$ cat config.mk
export PLATFORM = sky130hd
export DESIGN_NAME = sseg_scan
export DESIGN_NICKNAME = d
export VERILOG_FILES = /design/src/rtl/sseg_pkg.sv /design/src/rtl/sseg_next_digit.sv /design/src/rtl/sseg_scan.sv
export SDC_FILE = /design/constraint.sdc
export NUM_CORES = 1
export LEC_CHECK = 0
export ABC_AREA = 1
export CORE_UTILIZATION = 55
export CTS_CLUSTER_DIAMETER = 80
export DETAILED_ROUTE_END_ITERATION = 8
export PLACE_DENSITY = 0.71
export SLEW_MARGIN = 20
export SYNTH_ARGS = -nofsm -noshare
export SYNTH_HDL_FRONTEND = slang
export SYNTH_SLANG_ARGS = --single-unit
$ cat constraint.sdc
create_clock -name clk -period 6.65 [get_ports clk]
set_input_delay 1.33 -clock clk [delete_from_list [all_inputs] [get_ports clk]]
set_output_delay 1.33 -clock clk [all_outputs]
set_load 0.05 [all_outputs]
$ cat src/rtl/sseg_pkg.sv
// Shared types and constants for the seven-segment scan controller.
package sseg_pkg;

    localparam logic [3:0]  AN_OFF     = 4'b1111;
    localparam int unsigned NUM_DIGITS = 4;

    typedef logic [1:0] digit_idx_t;

endpackage

$ cat src/rtl/sseg_next_digit.sv
// Finds the next enabled digit after the current one, wrapping modulo 4.
module sseg_next_digit
    import sseg_pkg::*;
(
    input  digit_idx_t       i_sel,
    input  logic [3:0]       i_mask,
    output digit_idx_t       o_next_c,
    output logic             o_wrap_c,
    output logic             o_none_c
);

    digit_idx_t w_next;
    digit_idx_t w_cand;

    // Walk from farthest to nearest so the nearest enabled candidate wins; k=4 is self.
    always_comb begin
        w_next = i_sel;
        w_cand = i_sel;
        for (int k = NUM_DIGITS; k >= 1; k--) begin
            w_cand = i_sel + digit_idx_t'(k);
            if (i_mask[w_cand]) begin
                w_next = w_cand;
            end
        end
    end

    assign o_next_c = w_next;
    assign o_wrap_c = (w_next <= i_sel);
    assign o_none_c = (i_mask == 4'b0000);

endmodule

$ cat src/rtl/sseg_scan.sv
// Time-multiplexed 4-digit scan with blanking, brightness PWM, digit masking and frame pulse.
module sseg_scan
    import sseg_pkg::*;
#(
    parameter int unsigned TICK_DIV     = 100000,
    parameter int unsigned BLANK_CYCLES = 1000
)(
    input  logic       clk,
    input  logic       rst,
    input  logic       en,
    input  logic [2:0] brightness,
    input  logic [3:0] digit_mask,
    output logic [1:0] digit_sel,
    output logic [3:0] an,
    output logic       frame_tick
);

    localparam int unsigned CNT_W   = $clog2(TICK_DIV);
    localparam int unsigned ON_STEP = (TICK_DIV - BLANK_CYCLES) / 8;
    localparam logic [CNT_W-1:0] CNT_LAST = CNT_W'(TICK_DIV - 1);

    logic [CNT_W-1:0] r_cnt;
    digit_idx_t       r_sel;
    logic [2:0]       r_bright;
    logic [3:0]       r_an;
    logic             r_frame;

    logic [CNT_W-1:0] w_cnt_next;
    digit_idx_t       w_sel_next;
    logic [2:0]       w_bright_next;
    logic [3:0]       w_an_next;
    logic             w_frame_next;
    logic             w_adv;
    logic             w_lit;
    logic [31:0]      w_off;
    digit_idx_t       w_nd_next;
    logic             w_nd_wrap;
    logic             w_nd_none;

    sseg_next_digit u_next_digit (
        .i_sel    (r_sel),
        .i_mask   (digit_mask),
        .o_next_c (w_nd_next),
        .o_wrap_c (w_nd_wrap),
        .o_none_c (w_nd_none)
    );

    // Next-state values; an is derived from the same next cnt/sel so all stay aligned.
    always_comb begin
        w_adv         = en && (r_cnt == CNT_LAST);
        w_cnt_next    = r_cnt;
        if (en) begin
            w_cnt_next = w_adv ? '0 : r_cnt + CNT_W'(1);
        end
        w_sel_next    = w_adv ? w_nd_next : r_sel;
        w_bright_next = (en && (r_cnt == '0)) ? brightness : r_bright;
        w_frame_next  = w_adv && w_nd_wrap && !w_nd_none;

        w_off = 32'(w_cnt_next) - 32'(BLANK_CYCLES);
        w_lit = (32'(w_cnt_next) >= 32'(BLANK_CYCLES)) &&
                ((w_bright_next == 3'd7) ||
                 (w_off < 32'(ON_STEP) * (32'(w_bright_next) + 32'd1)));

        w_an_next = AN_OFF;
        if (en && digit_mask[w_sel_next] && w_lit) begin
            w_an_next[w_sel_next] = 1'b0;
        end
    end

    always_ff @(posedge clk or posedge rst) begin
        if (rst) begin
            r_cnt    <= '0;
            r_sel    <= '0;
            r_bright <= 3'd7;
            r_an     <= AN_OFF;
            r_frame  <= 1'b0;
        end else begin
            r_cnt    <= w_cnt_next;
            r_sel    <= w_sel_next;
            r_bright <= w_bright_next;
            r_an     <= w_an_next;
            r_frame  <= w_frame_next;
        end
    end

    assign digit_sel  = r_sel;
    assign an         = r_an;
    assign frame_tick = r_frame;

endmodule

==> run_results.csv, run 1 <==
group,metric,value,unit
setup_path,crit_family,"adder cells",
die,start_util,0.587,
timing,finalWorstSetupSlack,0.372,ns
grt,grt.met2_usage,0.402,
timing,fin_crit_sh,0.944,
synth,async_reset_ff_frac,1.00,
clock_tree,postCtsHoldBufs,0,
power,ir_drop,137,uV
cells_and_area,final_area,3380,sq um
clock_tree,root_buffer,"clkbuf_8",
setup_path,timing.rr.start,"r_cnt[0]",
timing,fin_setup_tns,0,ns
synth,synthFlopType,"dfrtp_1",
synth,syn_avg_cell_area,7.79,sq um
routing,vias_per_cell,5.06,
timing,clock.fmax,0.159,GHz
die,dieArea,5930,sq um
cells_and_area,drive_above_1_share,0.173,
setup_path,arrival,6.48,ns
clock_tree,cts_buffers,3,
min_path,min_from,"r_bright[0]",
cells_and_area,multi_input_area,2120,sq um
timing,min_period,6.28,ns
synth,yosys.area.top_type_share,0.178,
cells_and_area,fillers,491,
die,die_h,77.0,um
run,drv_cap,0,
grt,busiest_layer,"met2",
grt,met3_usage,0.0143,
synth,syn_area,3090,sq um
routing,route.vias.total,2457,
grt,gr-usage-met1,0.323,
setup_path,cpMostUsedCell,"ha_1",
timing,finClkSkew,0.0115,ns
power,power.density,241,nW/um^2
clock_tree,clock_path_buffers,2,
setup_path,start_kind,"input port",
die,rows,26,
timing,timing_hold_violations_final,0,
grt,groute.usage.overall,0.236,
setup_path,worstPathMaxFanout,5,
timing,finalSetupViolations,0,
cells_and_area,antennaDiodeCount,0,
timing,rsz0062_at_grt,"false",
cells_and_area,area_growth,9.27,%
clock_tree,clock_latency,0.28,ns
placement,gp_congestion,0.882,
grt,grt_pass1_vias,2445,
power,power.leakage,0.00180,uW
synth,postSynthCellCount,397,
cells_and_area,final_nets,474,
setup_path,slowest_delay,0.52,ns
grt,antenna_found_initial,0,
routing,firstDrtPassIters,4,
synth,synth_nets,454,
routing,ant_nets,0,
die,core,5270,sq um
min_path,min_path_type,"flip-flop to flip-flop",
synth,synthTopCellsByCount,"nand2_1, inv_1, ha_1",
synth,ys_seq_elements,27,
clock_tree,path_clk_slew,0.10,ns
grt,overflow,0,
clock_tree,post_cts_buffers,0,
synth,yosysSeqAreaShare,0.221,
setup_path,required,6.85,ns
synth,synth.most_common_cell,"nand2_1",
placement,placed_area,3330,sq um
clock_tree,clock-sinks,27,
timing,drv_slew,0,
synth,synth_area_leaders,"ha_1, dfrtp_1, nand2_1",
setup_path,slowest_stage,"fa_1",
die,die_w,77.0,um
synth,synth_edf_count,0,
setup_path,end_kind,"flip-flop",
setup_path,critical_path_buf_inv_count,3,
die,pin_count,17,
timing,tightest_slew,0.587,ns
grt,grt_max_degree,28,
synth,yosys.cell_types.count,49,
outcome,status,"finished, final reports clean",
synth,yosys_warnings,0,
grt,grt_pass1_wl,11200,um
synth,yosysTopAreaCell,"ha_1",
setup_path,path_class,"input port to flip-flop",
routing,wirelength,6180,um
clock_tree,htreeDepth,1,
placement,post-place-ws,0.0564,ns
placement,port-buffer-count,16,
setup_path,crit_path_start,"en",
routing,drc_errors,0,
routing,wire_per_inst,12.7,um
cells_and_area,post-route-util,0.641,
cells_and_area,final-seq-area,684,sq um
placement,dpl.hpwl,5220,um
timing,relSlewSlack,0.608,
routing,dr.first_iter.drc_count,176,
clock_tree,cts_tree,"built",
state kept, by name, indices dropped and copies added, names as in the netlist:
name / count
r_cnt: 17
frame_tick: 1
digit_sel: 2
r_bright: 3
an: 4
per-stage QoR:
stage	total power (uW)	std cells	hold slack (ns)
floorplan	623	397	0.571
global placement	708	482	0.625
detailed placement	719	482	0.649
CTS	817	486	0.665
global route	899	486	0.681
finish	814	486	0.657
kinds of logic after synthesis:
family                   Yosys count  synth area share
multiplexers                       4            0.0146
buffers and inverters             72            0.0943
adder cells (fa/ha/maj)           47             0.197
AND/OR/NAND/NOR                  184             0.318
AO/OA/AOI/OAI                     39            0.0838
flip-flops                        27             0.221
XOR/XNOR                          24            0.0704
report_power, final:
part | internal, uW | switching, uW
clock | 43.0 | 52.7
combinational | 178 | 300
sequential | 196 | 44.7
worst paths after layout:
path,endpoint,slack [ns],depth (start not counted)
max,an[2],0.37,29
min,r_bright[0],0.66,4
max reg2reg,an[2],1.24,30
min reg2reg,r_bright[0],0.66,4
max in group asynchronous,r_cnt[12],4.83,2
min in group asynchronous,r_cnt[3],1.44,2
area by class of cell:
class	instances	share of cell area
Inverter	68	0.0770
Clock buffer	4	0.0133
Timing Repair Buffer	19	0.0541
Sequential cell	27	0.203
Multi-Input combinational cell	298	0.627
Tap cell	70	0.0259
per-layer routing:
| layer | wire length [um] | part of all wire | vias up |
|---|---|---|---|
| met5 | 0 | 0 | - |
| met3 | 81 | 0.013 | 8 |
| met2 | 2850 | 0.46 | 23 |
| met4 | 93 | 0.015 | 0 |
| li1 | - | - | 1311 |
| met1 | 3160 | 0.51 | 1115 |
layout by cell type, fill, tap and decap left out, drive strengths merged, types with 5 or more instances in the layout:
cell / Yosys / layout
dfrtp: 20 / 20
clkdlybuf4s50: 0 / 16
nand4: 7 / 7
a21oi: 10 / 10
nand3: 33 / 33
xor2: 15 / 15
nor2: 42 / 42
a21o: 5 / 5
inv: 67 / 67
o21ai: 13 / 13
ha: 44 / 44
nand2: 91 / 91
xnor2: 9 / 9
dfstp: 7 / 7
nor3: 6 / 6
worst min-delay path, delay by kind of cell, from the launching register on:
family,cells,cell delay [ns]
buf+inv,2,0.12
flops,1,0.37
simple gates,2,0.16
timing repair:
item	CTS	global route
hold endpoints to repair	0	0
setup endpoints to repair	0	4
resized for setup	0	1
(Power assumes the default switching activity.)
==> run 2, diff against run 1 <==
Settings changed: CORE_ASPECT_RATIO set to 0.6, REMOVE_ABC_BUFFERS set to 1.
==> run_results.csv, run 2 (synthesis results as in run 1) <==
group,metric,value,unit
outcome,status,"finished, final reports clean",
setup_path,worstPathMaxFanout,5,
routing,ant_nets,0,
clock_tree,path_clk_slew,0.10,ns
cells_and_area,drive_above_1_share,0.182,
timing,rsz0062_at_grt,"false",
setup_path,timing.rr.start,"r_cnt[12]",
min_path,min_from,"r_cnt[14]",
run,drv_cap,0,
routing,wire_per_inst,14.3,um
placement,post-place-ws,-0.0372,ns
die,die_w,98.8,um
cells_and_area,post-route-util,0.650,
grt,overflow,0,
setup_path,crit_path_start,"en",
die,rows,20,
routing,vias_per_cell,5.31,
cells_and_area,layout_commonest_cell,"nand2_1",
grt,busiest_layer,"met1",
grt,grt_pass1_wl,11700,um
clock_tree,postCtsHoldBufs,0,
placement,gp_congestion,0.887,
timing,relSlewSlack,0.661,
power,power.leakage,0.00181,uW
timing,holdWs,0.654,ns
clock_tree,cts_tree,"built",
setup_path,required,6.87,ns
routing,firstDrtPassIters,5,
clock_tree,clock_latency,0.29,ns
setup_path,start_kind,"input port",
placement,port-buffer-count,16,
die,core,5230,sq um
clock_tree,htreeDepth,1,
grt,antenna_found_initial,0,
min_path,min_path_type,"flip-flop to flip-flop",
timing,fin_crit_sh,0.939,
grt,grt_max_degree,28,
cells_and_area,largest_reg_flops,17,
cells_and_area,area_growth,9.87,%
clock_tree,root_buffer,"clkbuf_8",
timing,finalWorstSetupSlack,0.405,ns
timing,drv_slew,0,
timing,clock.fmax,0.160,GHz
clock_tree,cts_buffers,3,
cells_and_area,regMostFlops,"r_cnt",
die,die_h,60.1,um
power,power,821,uW
grt,met3_usage,0.0737,
clock_tree,clock-sinks,27,
setup_path,slowest_delay,0.52,ns
cells_and_area,layout_common_cells,"nand2_1, inv_1, ha_1",
routing,dr.first_iter.drc_count,169,
setup_path,slowest_stage,"fa_1",
timing,timing_hold_violations_final,0,
cells_and_area,fillers,465,
grt,gr-usage-met1,0.411,
routing,drc_errors,0,
clock_tree,clock_path_buffers,2,
cells_and_area,multi_input_area,2120,sq um
setup_path,path_class,"input port to flip-flop",
cells_and_area,antennaDiodeCount,0,
timing,finClkSkew,0.00702,ns
setup_path,end_kind,"flip-flop",
timing,tightest_slew,0.507,ns
routing,wirelength,6900,um
die,pin_count,17,
timing,finalSetupViolations,0,
cells_and_area,final_nets,476,
routing,route.vias.total,2571,
setup_path,arrival,6.47,ns
placement,dpl.hpwl,5880,um
grt,groute.usage.overall,0.263,
die,start_util,0.591,
power,ir_drop,167,uV
die,dieArea,5930,sq um
grt,grt.met2_usage,0.362,
timing,min_period,6.24,ns
power,power.density,242,nW/um^2
grt,grt_pass1_vias,2417,
cells_and_area,final-seq-area,684,sq um
[run 2: area by class of cell]
cell class,count,share of cell area
clock buffers,3,0.0122
clock inverters,1,0.00221
inverters,68,0.0766
multi-input cells,298,0.625
flip-flops and latches,27,0.201
well taps,66,0.0243
repair buffers,21,0.0582
[run 2: worst paths after layout]
path	to	slack, ns	cells after the start
min reg2reg	r_cnt[15]	0.65	2
max reg2reg	an[1]	1.22	29
min	r_cnt[15]	0.65	2
min in group asynchronous	r_cnt[2]	1.39	3
max	an[1]	0.41	29
max in group asynchronous	r_bright[0]	4.94	3
[run 2: worst max-delay path, delay by kind of cell]
kind | cells | cell delay [ns]
AOI/OAI and AO/OA | 7 | 1.23
xor gates and xnor gates | 1 | 0.16
adders and majority gates | 6 | 1.83
buffers and inverters | 3 | 0.57
muxes | 1 | 0.34
and+or+nand+nor | 11 | 1.03
[run 2: repair_timing]
item | 4_1_cts | 5_1_grt
setup endpoints to repair | 0 | 4
buffers inserted | 0 | 0
gates resized for setup | 0 | 3
[run 2: metrics by stage]
stage	TNS, ns	instance area (sq um)	cells
after floorplan	0	3060	393
after global placement	0	3340	480
after detailed placement	-0.124	3340	480
after CTS	0	3390	484
after global routing	0	3400	484
final	0	3400	484
[run 2: per-layer routing]
layer	share of wire	routed length, um
met1	0.56	3870
met2	0.37	2520
met5	0	0
met3	0.073	504
met4	0.0014	10
[run 2: power by group]
group / switching [uW] / internal, uW / leakage, uW
Sequential: 46.9 / 196 / 0.000290
Clock: 57.2 / 42.7 / 0.0000217
Combinational: 300 / 178 / 0.00150
Total: 404 / 417 / 0.00181
